`src/rtl/pwm_fade_ctrl_pkg.sv`:
```
// Shared types for the backlight fade sequencer.
package pwm_fade_ctrl_pkg;

  typedef logic [15:0] byte2_t;

  typedef enum logic {
    FADE_IDLE = 1'b0,
    FADE_RAMP = 1'b1
  } fade_state_t;

endpackage

```
`src/rtl/pwm_fade_ctrl_period_timer.sv`:
```
// Free-running PWM period counter; period_tick is high on the last cycle of every period.
module pwm_period_timer
  import pwm_fade_ctrl_pkg::*;
#(
  parameter int unsigned PERIOD = 1000
) (
  input  logic clk,
  input  logic rst,
  output logic period_tick
);

  localparam byte2_t LAST = byte2_t'(PERIOD - 1);

  byte2_t cnt_q, cnt_d;
  logic   tick_q;

  always_comb begin
    cnt_d = (cnt_q == LAST) ? '0 : cnt_q + 16'd1;
  end

  // Tick is registered from the next count so it lines up with count == PERIOD-1.
  always_ff @(posedge clk) begin
    if (rst) begin
      cnt_q  <= '0;
      tick_q <= 1'b0;
    end else begin
      cnt_q  <= cnt_d;
      tick_q <= (cnt_d == LAST);
    end
  end

  assign period_tick = tick_q;

endmodule

```
`src/rtl/pwm_fade_ctrl.sv`:
```
// Fade sequencer: ramps the PWM high time toward a commanded target, one step every
// STEP_PERIODS period boundaries, keeping t_high + t_low == PERIOD.
module pwm_fade_ctrl
  import pwm_fade_ctrl_pkg::*;
#(
  parameter int unsigned PERIOD       = 1000,
  parameter int unsigned STEP_PERIODS = 4
) (
  input  logic   clk,
  input  logic   rst,
  input  logic   cmd_valid,
  output logic   cmd_ready,
  input  byte2_t cmd_target,
  input  byte2_t cmd_step,
  output byte2_t t_high,
  output byte2_t t_low,
  output logic   period_tick,
  output logic   busy,
  output logic   done
);

  if (PERIOD < 2 || PERIOD > 65535) begin : g_bad_period
    $error("pwm_fade_ctrl: PERIOD must be in 2..65535");
  end
  if (STEP_PERIODS < 1) begin : g_bad_step
    $error("pwm_fade_ctrl: STEP_PERIODS must be >= 1");
  end

  localparam byte2_t TMAX = byte2_t'(PERIOD - 1);
  localparam byte2_t TPER = byte2_t'(PERIOD);
  localparam byte2_t HALF = byte2_t'(PERIOD / 2);
  localparam int     SCW  = (STEP_PERIODS > 1) ? $clog2(STEP_PERIODS) : 1;
  localparam logic [SCW-1:0] SC_LAST = SCW'(STEP_PERIODS - 1);

  // Keeps both PWM phases at least one cycle long.
  function automatic byte2_t clamp_tgt(input byte2_t v);
    if (v == '0)       return byte2_t'(1);
    else if (v > TMAX) return TMAX;
    else               return v;
  endfunction

  // One saturating step toward tgt, evaluated in 17 bits so nothing wraps.
  function automatic byte2_t step_toward(input byte2_t cur, input byte2_t tgt, input byte2_t stp);
    logic [16:0] sum;
    if (cur < tgt) begin
      sum = {1'b0, cur} + {1'b0, stp};
      return (sum >= {1'b0, tgt}) ? tgt : sum[15:0];
    end else begin
      sum = {1'b0, tgt} + {1'b0, stp};
      return ({1'b0, cur} <= sum) ? tgt : cur - stp;
    end
  endfunction

  fade_state_t     state_q, state_d;
  byte2_t          tgt_q, tgt_d;
  byte2_t          stp_q, stp_d;
  byte2_t          th_q, th_d;
  byte2_t          tl_q, tl_d;
  logic [SCW-1:0]  scnt_q, scnt_d;
  logic            done_q, done_d;
  logic            tick;
  byte2_t          tgt_in;
  byte2_t          th_step;

  pwm_period_timer #(.PERIOD(PERIOD)) u_timer (
    .clk         (clk),
    .rst         (rst),
    .period_tick (tick)
  );

  assign tgt_in  = clamp_tgt(cmd_target);
  assign th_step = step_toward(th_q, tgt_q, stp_q);

  always_comb begin
    state_d = state_q;
    tgt_d   = tgt_q;
    stp_d   = stp_q;
    th_d    = th_q;
    tl_d    = tl_q;
    scnt_d  = scnt_q;
    done_d  = 1'b0;
    case (state_q)
      FADE_IDLE: begin
        if (cmd_valid) begin
          tgt_d   = tgt_in;
          stp_d   = (cmd_step == '0) ? byte2_t'(1) : cmd_step;
          scnt_d  = '0;
          state_d = FADE_RAMP;
          done_d  = (tgt_in == th_q);
        end
      end
      FADE_RAMP: begin
        // The done cycle is the last RAMP cycle; no further stepping happens in it.
        if (done_q) begin
          state_d = FADE_IDLE;
        end else if (tick) begin
          if (scnt_q == SC_LAST) begin
            scnt_d = '0;
            th_d   = th_step;
            tl_d   = TPER - th_step;
            done_d = (th_step == tgt_q);
          end else begin
            scnt_d = scnt_q + 1'b1;
          end
        end
      end
      default: state_d = FADE_IDLE;
    endcase
  end

  always_ff @(posedge clk) begin
    if (rst) begin
      state_q <= FADE_IDLE;
      tgt_q   <= '0;
      stp_q   <= '0;
      th_q    <= HALF;
      tl_q    <= TPER - HALF;
      scnt_q  <= '0;
      done_q  <= 1'b0;
    end else begin
      state_q <= state_d;
      tgt_q   <= tgt_d;
      stp_q   <= stp_d;
      th_q    <= th_d;
      tl_q    <= tl_d;
      scnt_q  <= scnt_d;
      done_q  <= done_d;
    end
  end

  assign cmd_ready   = (state_q == FADE_IDLE);
  assign busy        = (state_q == FADE_RAMP);
  assign done        = done_q;
  assign t_high      = th_q;
  assign t_low       = tl_q;
  assign period_tick = tick;

endmodule

```
`config.mk`:
```
export PLATFORM = sky130hd
export DESIGN_NAME = pwm_fade_ctrl
export DESIGN_NICKNAME = d
export VERILOG_FILES = /design/src/rtl/pwm_fade_ctrl_pkg.sv /design/src/rtl/pwm_fade_ctrl_period_timer.sv /design/src/rtl/pwm_fade_ctrl.sv
export SDC_FILE = /design/constraint.sdc
export NUM_CORES = 1
export LEC_CHECK = 0
export CORE_ASPECT_RATIO = 2
export CORE_MARGIN = 3
export CORE_UTILIZATION = 40
export DETAILED_ROUTE_END_ITERATION = 8
export PLACE_DENSITY = 0.64
export SYNTH_ARGS = -nofsm -noshare
export SYNTH_HDL_FRONTEND = slang
export SYNTH_HIERARCHICAL = 1
export SYNTH_SLANG_ARGS = --single-unit
export TNS_END_PERCENT = 50
```
`constraint.sdc`:
```
create_clock -name clk -period 5.5 [get_ports clk]
set_input_delay 1.1 -clock clk [delete_from_list [all_inputs] [get_ports clk]]
set_output_delay 1.1 -clock clk [all_outputs]
set_load 0.02 [all_outputs]
```
==> results of run 1 <==
[critical path, cell delays in order (launching register included)]
cell and delay [ps]:
dfxtp_1 320, buf_4 140, ha_2 180, fa_2 370, a211o_1 260, o211ai_1 190
a211o_1 320, a21oi_2 100, a21o_1 210, a21oi_2 140, xor2_1 80, ha_1 330
o21ai_0 100, a21oi_1 150, o22ai_1 110, a211o_1 350, or3_4 410, buf_4 180
o32a_1 180, mux2i_1 220, buf_4 170, o211ai_1 100, nor2_1 280, o211a_1 200
o211ai_1 80
[power by group through the flow]
stage	Combinational [W]	Clock, W	Sequential [W]
2_1_floorplan	0.000481	0	0.000651
4_1_cts	0.000782	0.000736	0.000643
3_3_place_gp	0.000775	0	0.000657
5_1_grt	0.000883	0.000760	0.000644
3_5_place_dp	0.000776	0	0.000657
6_report	0.000817	0.000721	0.000644
[Yosys cell counts (6+ instances only)]
library cell | n | area, um2
a211oi_1 | 19 | 142.6
nor3b_1 | 6 | 45.04
clkbuf_1 | 28 | 105.1
o31ai_1 | 6 | 45.04
nor4_1 | 13 | 81.33
or2_2 | 6 | 37.54
o21bai_1 | 8 | 60.06
o21ai_0 | 32 | 160.2
and3_1 | 12 | 75.07
and2_1 | 14 | 87.58
nor2b_1 | 6 | 37.54
nand2b_1 | 9 | 56.30
o211ai_1 | 18 | 135.1
dfxtp_1 | 84 | 1682
inv_1 | 60 | 225.2
nor2_1 | 83 | 311.6
ha_1 | 97 | 1214
nand3_1 | 36 | 180.2
a21oi_1 | 81 | 405.4
nand2_1 | 109 | 409.1
o21a_1 | 6 | 45.04
mux2i_1 | 6 | 60.06
a21o_1 | 13 | 97.59
xnor2_1 | 39 | 341.6
nand4_1 | 15 | 93.84
a31oi_1 | 9 | 56.30
xor2_1 | 29 | 254.0
nor3_1 | 37 | 185.2
[worst max path at each step]
stage	from	to	slack, ps	depth (start not counted)
after floorplan	stp_q[1]	t_low[12]	40	27
after global placement	t_high[0]	t_low[10]	10	24
after detailed placement	stp_q[0]	t_low[12]	-110	26
after CTS	stp_q[0]	t_low[12]	30	23
after global routing	stp_q[0]	done	-3	23
final	stp_q[0]	t_low[15]	210	24
[per-stage QoR]
stage	setup slack [ps]	TNS, ps	hold slack, ps	instance area (um2)	cells
3_5_place_dp	-110.3	-392.4	455.6	9553	1394
4_1_cts	26.58	0	464.5	9907	1411
5_1_grt	-3.070	-3.070	493.8	10030	1413
6_report	211.5	0	458.6	10030	1413
3_3_place_gp	13.15	0	447.9	9553	1394
2_1_floorplan	36.81	0	451.6	8097	1020
[kinds of logic (layout without fill, tap and decap cells)]
| family | count (synthesis) | count (layout) | share of synthesized area |
|---|---|---|---|
| mux | 6 | 6 | 0.007419 |
| compound gates | 278 | 278 | 0.2560 |
| fa+ha+maj | 100 | 100 | 0.1573 |
| flops | 84 | 84 | 0.2077 |
| simple gates | 377 | 377 | 0.2365 |
| xor+xnor | 70 | 70 | 0.07913 |
| buf+inv | 105 | 236 | 0.05595 |
[registers in the layout (all words and copies together), names as in the netlist]
signal               cells
t_low                   15
u_timer/cnt_q           16
tgt_q                   16
u_timer/period_tick      1
done                     1
busy                     1
scnt_q                   2
stp_q                   16
t_high                  16
[area by class of cell]
class	count	share of cell area
multi-input cells	831	0.6057
flip-flops and latches	84	0.1679
repair buffers	158	0.1365
well taps	262	0.03268
inverters	62	0.02320
clock buffers	10	0.02283
clock inverters	6	0.01123
[metal layers]
| metal | vias to the layer above | wire length, um | track usage |
|---|---|---|---|
| met5 | - | 0 | 0 |
| met4 | 0 | 3357 | 0.2494 |
| met3 | 147 | 1392 | 0.04584 |
| met2 | 324 | 16550 | 0.5272 |
| met1 | 3976 | 10620 | 0.2714 |
| li1 | 3981 | - | - |
[timing repair]
item	CTS	global route
pin swaps	1	13
resized for setup	3	24
setup endpoints to repair	10	16
buffers inserted	1	2
==> summary.txt, run 1 <==
Outcome
  – Status: completed

Synth
  – Avg Synthesized Cell Area: 7.937 um2
  – Mapped Nets: 1,155
  – YS warnings: 6
  – Post-synthesis cell count: 1,020
  – Asr flop ratio synth: 0
  – Post-synth EDFFs: 0
  – Cell variety after synth: 97
  – Netlist Area Pre-Place: 0.008095 mm2
  – Post-synthesis sequential area ratio: 0.2077
  – #FFs+latches synth: 84
  – Prevailing post-synth register cell: dfxtp_1

Drt
  – DR vias: 8,428
  – Vias per cell: 5.965
  – Average wire per standard cell: 22.58 um
  – DRC: 0
  – Drt pass-1 iters: 5
  – Routed WL: 31,910 um
  – Antenna Nets Post-Route: 0
  – First DRT Iteration DRCs: 494

Worst hold path
  – Hold path endpoint: t_low[3]
  – Worst hold path startpoint: t_low[3]
  – Worst hold path type: flop to flop
  – WHS Path Cells: 2

STA
  – Worst-margin pin slew: 1048 ps
  – Final hold vios: 0
  – Clk_skew: 11.02 ps
  – Setup violations, final: 0
  – Min Tclk post-route: 5289 ps
  – Rel. slew slack: 0.2957
  – Max Fclk: 189.1 MHz
  – Count of pins over their slew limit: 0
  – Tcrit/Tclk final: 0.9616

Clock tree
  – TritonCTS clock tree: yes
  – H-tree lvl count: 3
  – Clock-pin slew on the worst setup and hold paths: 60 ps
  – CTS buffer count: 9
  – Worst skew pair latency: 370 ps
  – # clock sinks: 84
  – CTS Hold Buffers Added: 0
  – CTS Buffer Depth: 2
  – Root Driver: clkbuf_16

Floorplanning
  – Initial Util: 0.4066
  – Placement row count: 73
  – Die Y-Extent: 207.2 um
  – Die Footprint: 0.02208 mm2
  – Die X: 106.6 um
  – Core ar.: 0.01991 mm2
  – IO Count: 71

Final layout
  – Commonest non-fill, non-tap cell in the layout: nand2_1
  – Layout Utilization: 0.5037
  – Fill count: 2,015
  – NumNets Final: 1,281
  – Multi-input gate area: 0.006075 mm2
  – Area growth from synthesis to layout: 23.89%
  – Register area: 0.001684 mm2
  – Layout cells sized above 1: 0.1503
  – Commonest cells after routing, fill and taps aside: nand2_1, ha_1, buf_4
  – Diode count: 0

Job
  – Max-Cap Viols: 0

Worst setup path
  – Reg2Reg Capture Point: t_low[15]
  – Critical Path RT: 5750 ps
  – Crit path kind: flop to flop
  – WP data arrival: 5530 ps
  – Worst flop-to-flop path startpoint: stp_q[0]
  – Cells on worst reg2reg path: 24
  – Critical path fanouts, max: 5
  – Reg2reg setup slack: 210 ps
  – CP endpoint kind: flop
  – Crit start category: flop

Power and ir drop
  – Logic pwr share: 0.374
  – Total power: 0.002182 W
  – P_int: 0.001418 W
  – Clock power share: 0.331
  – P_sw: 0.0007641 W
  – Power per cell area: 217.6 mW/mm2
  – LEAKAGE: 4.062 nW
  – Switch share: 0.3502
  – Worst VDD drop: 192.1 uV
  – Reg power frac: 0.295

GRT
  – Initial antenna violation count: 0
  – Global-route wire length before repair: 48,400 um
  – GR Overflow Total: 0
  – Pin count of the biggest net entering global routing: 44
  – Vias in the first global route: 8,530
  – Overall routing resource usage: 0.2896

Place
  – DP HPWL: 25,960 um
  – Placer Congestion: 1.061
  – IO buf count: 70
(Power assumes the default switching activity.)
==> run 2, diff against run 1 <==
- CORE_MARGIN: 3 -> default
- CORE_UTILIZATION: 40 -> 38
- PLACE_DENSITY: 0.64 -> 0.62
==> summary.txt, run 2 (synthesis gave the netlist of run 1 again) <==
Outcome
  – Status: completed

GRT
  – Global-route wire length before repair: 47,780 um
  – GR Overflow Total: 0
  – Pin count of the biggest net entering global routing: 44
  – Initial antenna violation count: 0
  – Overall routing resource usage: 0.2913
  – Vias in the first global route: 8,651

Final layout
  – Area growth from synthesis to layout: 25.61%
  – Commonest non-fill, non-tap cell in the layout: nand2_1
  – NumNets Final: 1,298
  – Layout cells sized above 1: 0.1610
  – Layout Utilization: 0.4859
  – Commonest cells after routing, fill and taps aside: nand2_1, buf_4, ha_1
  – Finished Layout Cells: 1,437
  – Diode count: 0

Clock tree
  – Root Driver: clkbuf_16
  – Worst skew pair latency: 370 ps
  – H-tree lvl count: 3
  – # clock sinks: 84
  – CTS Buffer Depth: 2
  – CTS buffer count: 9
  – Clock-pin slew on the worst setup and hold paths: 70 ps
  – TritonCTS clock tree: yes
  – CTS Hold Buffers Added: 0

Power and ir drop
  – Worst VDD drop: 276.7 uV
  – Switch share: 0.3556
  – Power per cell area: 214.3 mW/mm2
  – Reg power frac: 0.295
  – LEAKAGE: 4.149 nW
  – Logic pwr share: 0.391
  – P_sw: 0.0007750 W
  – P_int: 0.001404 W
  – Clock power share: 0.314

STA
  – Rel. slew slack: 0.2727
  – Worst Hold Slack: 460.1 ps
  – Clk_skew: 10.12 ps
  – Worst-margin pin slew: 1083 ps
  – Setup violations, final: 0
  – Final hold vios: 0
  – Min Tclk post-route: 5236 ps
  – Count of pins over their slew limit: 0
  – Max Fclk: 191.0 MHz
  – Tcrit/Tclk final: 0.9519

Drt
  – Drt pass-1 iters: 5
  – DR vias: 8,416
  – DRC: 0
  – Antenna Nets Post-Route: 0
  – Routed WL: 31,280 um
  – First DRT Iteration DRCs: 423
  – Average wire per standard cell: 21.77 um
  – Vias per cell: 5.857

Worst setup path
  – WP data arrival: 5540 ps
  – Crit-path slowest cell: or4_1
  – Worst flop-to-flop path startpoint: stp_q[1]
  – Reg2Reg Capture Point: t_low[12]
  – Most frequent CP cell: buf_4
  – Critical path fanouts, max: 5
  – Crit path kind: flop to flop
  – Cells on worst reg2reg path: 26
  – Crit start category: flop
  – Delay of the slowest cell on the worst path: 540 ps
  – Critical Path RT: 5800 ps
  – Reg2reg setup slack: 260 ps
  – CP endpoint kind: flop

Job
  – Max-Cap Viols: 0

Place
  – IO buf count: 70
  – DP Cell Count: 1,418
  – Placer Congestion: 0.9992
  – DP HPWL: 25,760 um

Floorplanning
  – Die Y-Extent: 208.4 um
  – Core ar.: 0.02093 mm2
  – Placement row count: 75
  – Die Footprint: 0.02193 mm2
  – Initial Util: 0.3868
  – Die X: 105.2 um
  – IO Count: 71

Worst hold path
  – Hold path endpoint: t_low[3]
  – Worst hold path type: flop to flop
  – WHS Path Cells: 2
  – Worst hold path startpoint: t_low[3]
-- run 2: cell types whose count changed in the layout (fill, tap and decap cells not counted), moves of 2 or more --
cell,delta
nor4_2,+2
clkinvlp_4,+2
a21oi_1,+2
inv_6,+2
o21ai_0,-2
buf_4,+12
a21oi_2,-2
o21ai_1,+2
clkinv_4,-2
buf_12,+4
-- run 2: power groups by stage --
stage / Sequential, W / Combinational (W) / Clock (W)
finish: 0.000642 / 0.000853 / 0.000685
global route: 0.000643 / 0.000910 / 0.000720
CTS: 0.000641 / 0.000825 / 0.000699
detailed placement: 0.000655 / 0.000818 / 0
global placement: 0.000655 / 0.000818 / 0
floorplan: 0.000651 / 0.000481 / 0
-- run 2: critical path, delay by kind of cell, from the launching register on --
kind            cells  cell delay (ps)
simple gates       10             1640
compound gates      6             1300
flops               1              350
buf+inv             5              700
mux                 1              280
fa+ha+maj           3              780
xor+xnor            1              120
-- run 2: stage by stage --
| stage | total power [W] | area [um2] | TNS (ps) | setup WS (ps) |
|---|---|---|---|---|
| floorplan | 0.001132 | 8097 | 0 | 36.81 |
| global placement | 0.001473 | 9727 | -93.85 | -66.46 |
| detailed placement | 0.001473 | 9727 | -551.0 | -140.1 |
| CTS | 0.002166 | 10060 | 0 | 48.43 |
| global route | 0.002274 | 10170 | -30.33 | -17.28 |
| finish | 0.002179 | 10170 | 0 | 264.3 |
-- run 2: how the worst max path moves through the flow --
stage               startpoint         to  slack [ps]  cells after the start
finish                stp_q[1]  t_low[12]         260                     26
global route          stp_q[0]  t_low[12]         -20                     24
CTS                   stp_q[0]  t_low[12]          50                     23
detailed placement    tgt_q[1]  t_low[10]        -140                     25
global placement      tgt_q[1]  t_low[10]         -70                     25
floorplan             stp_q[1]  t_low[12]          40                     27
-- run 2: timing repair --
| action | in CTS | in global routing |
|---|---|---|
| buffers inserted | 0 | 3 |
| pin swaps | 2 | 12 |
| gates resized for setup | 3 | 21 |
| endpoints found under the setup margin | 10 | 14 |
-- run 2: per-layer routing --
layer,wire [um],part of all wire,GRT usage,vias to the layer above
met3,974,0.031,0.03665,123
met1,10720,0.34,0.2723,4005
met2,16630,0.53,0.5458,263
li1,-,-,-,4025
met4,2950,0.094,0.2506,0
met5,0,0,0,-
-- run 2: final cells by class --
cell class                 instances  area (um2)
tap                              269       336.6
inverter                          62       232.7
clock buffer                       9       225.2
sequential                        84        1683
fill                            2056       10760
clock inverter                     7       97.59
multi-input combinational        831        6043
timing repair buffer             175        1550
==> run 3, diff against run 2 <==
- ABC_CLOCK_PERIOD_IN_PS: default -> 5500
==> results of run 3 <==
Same layout as run 2: the final DEF is identical, and so are final timing and power.
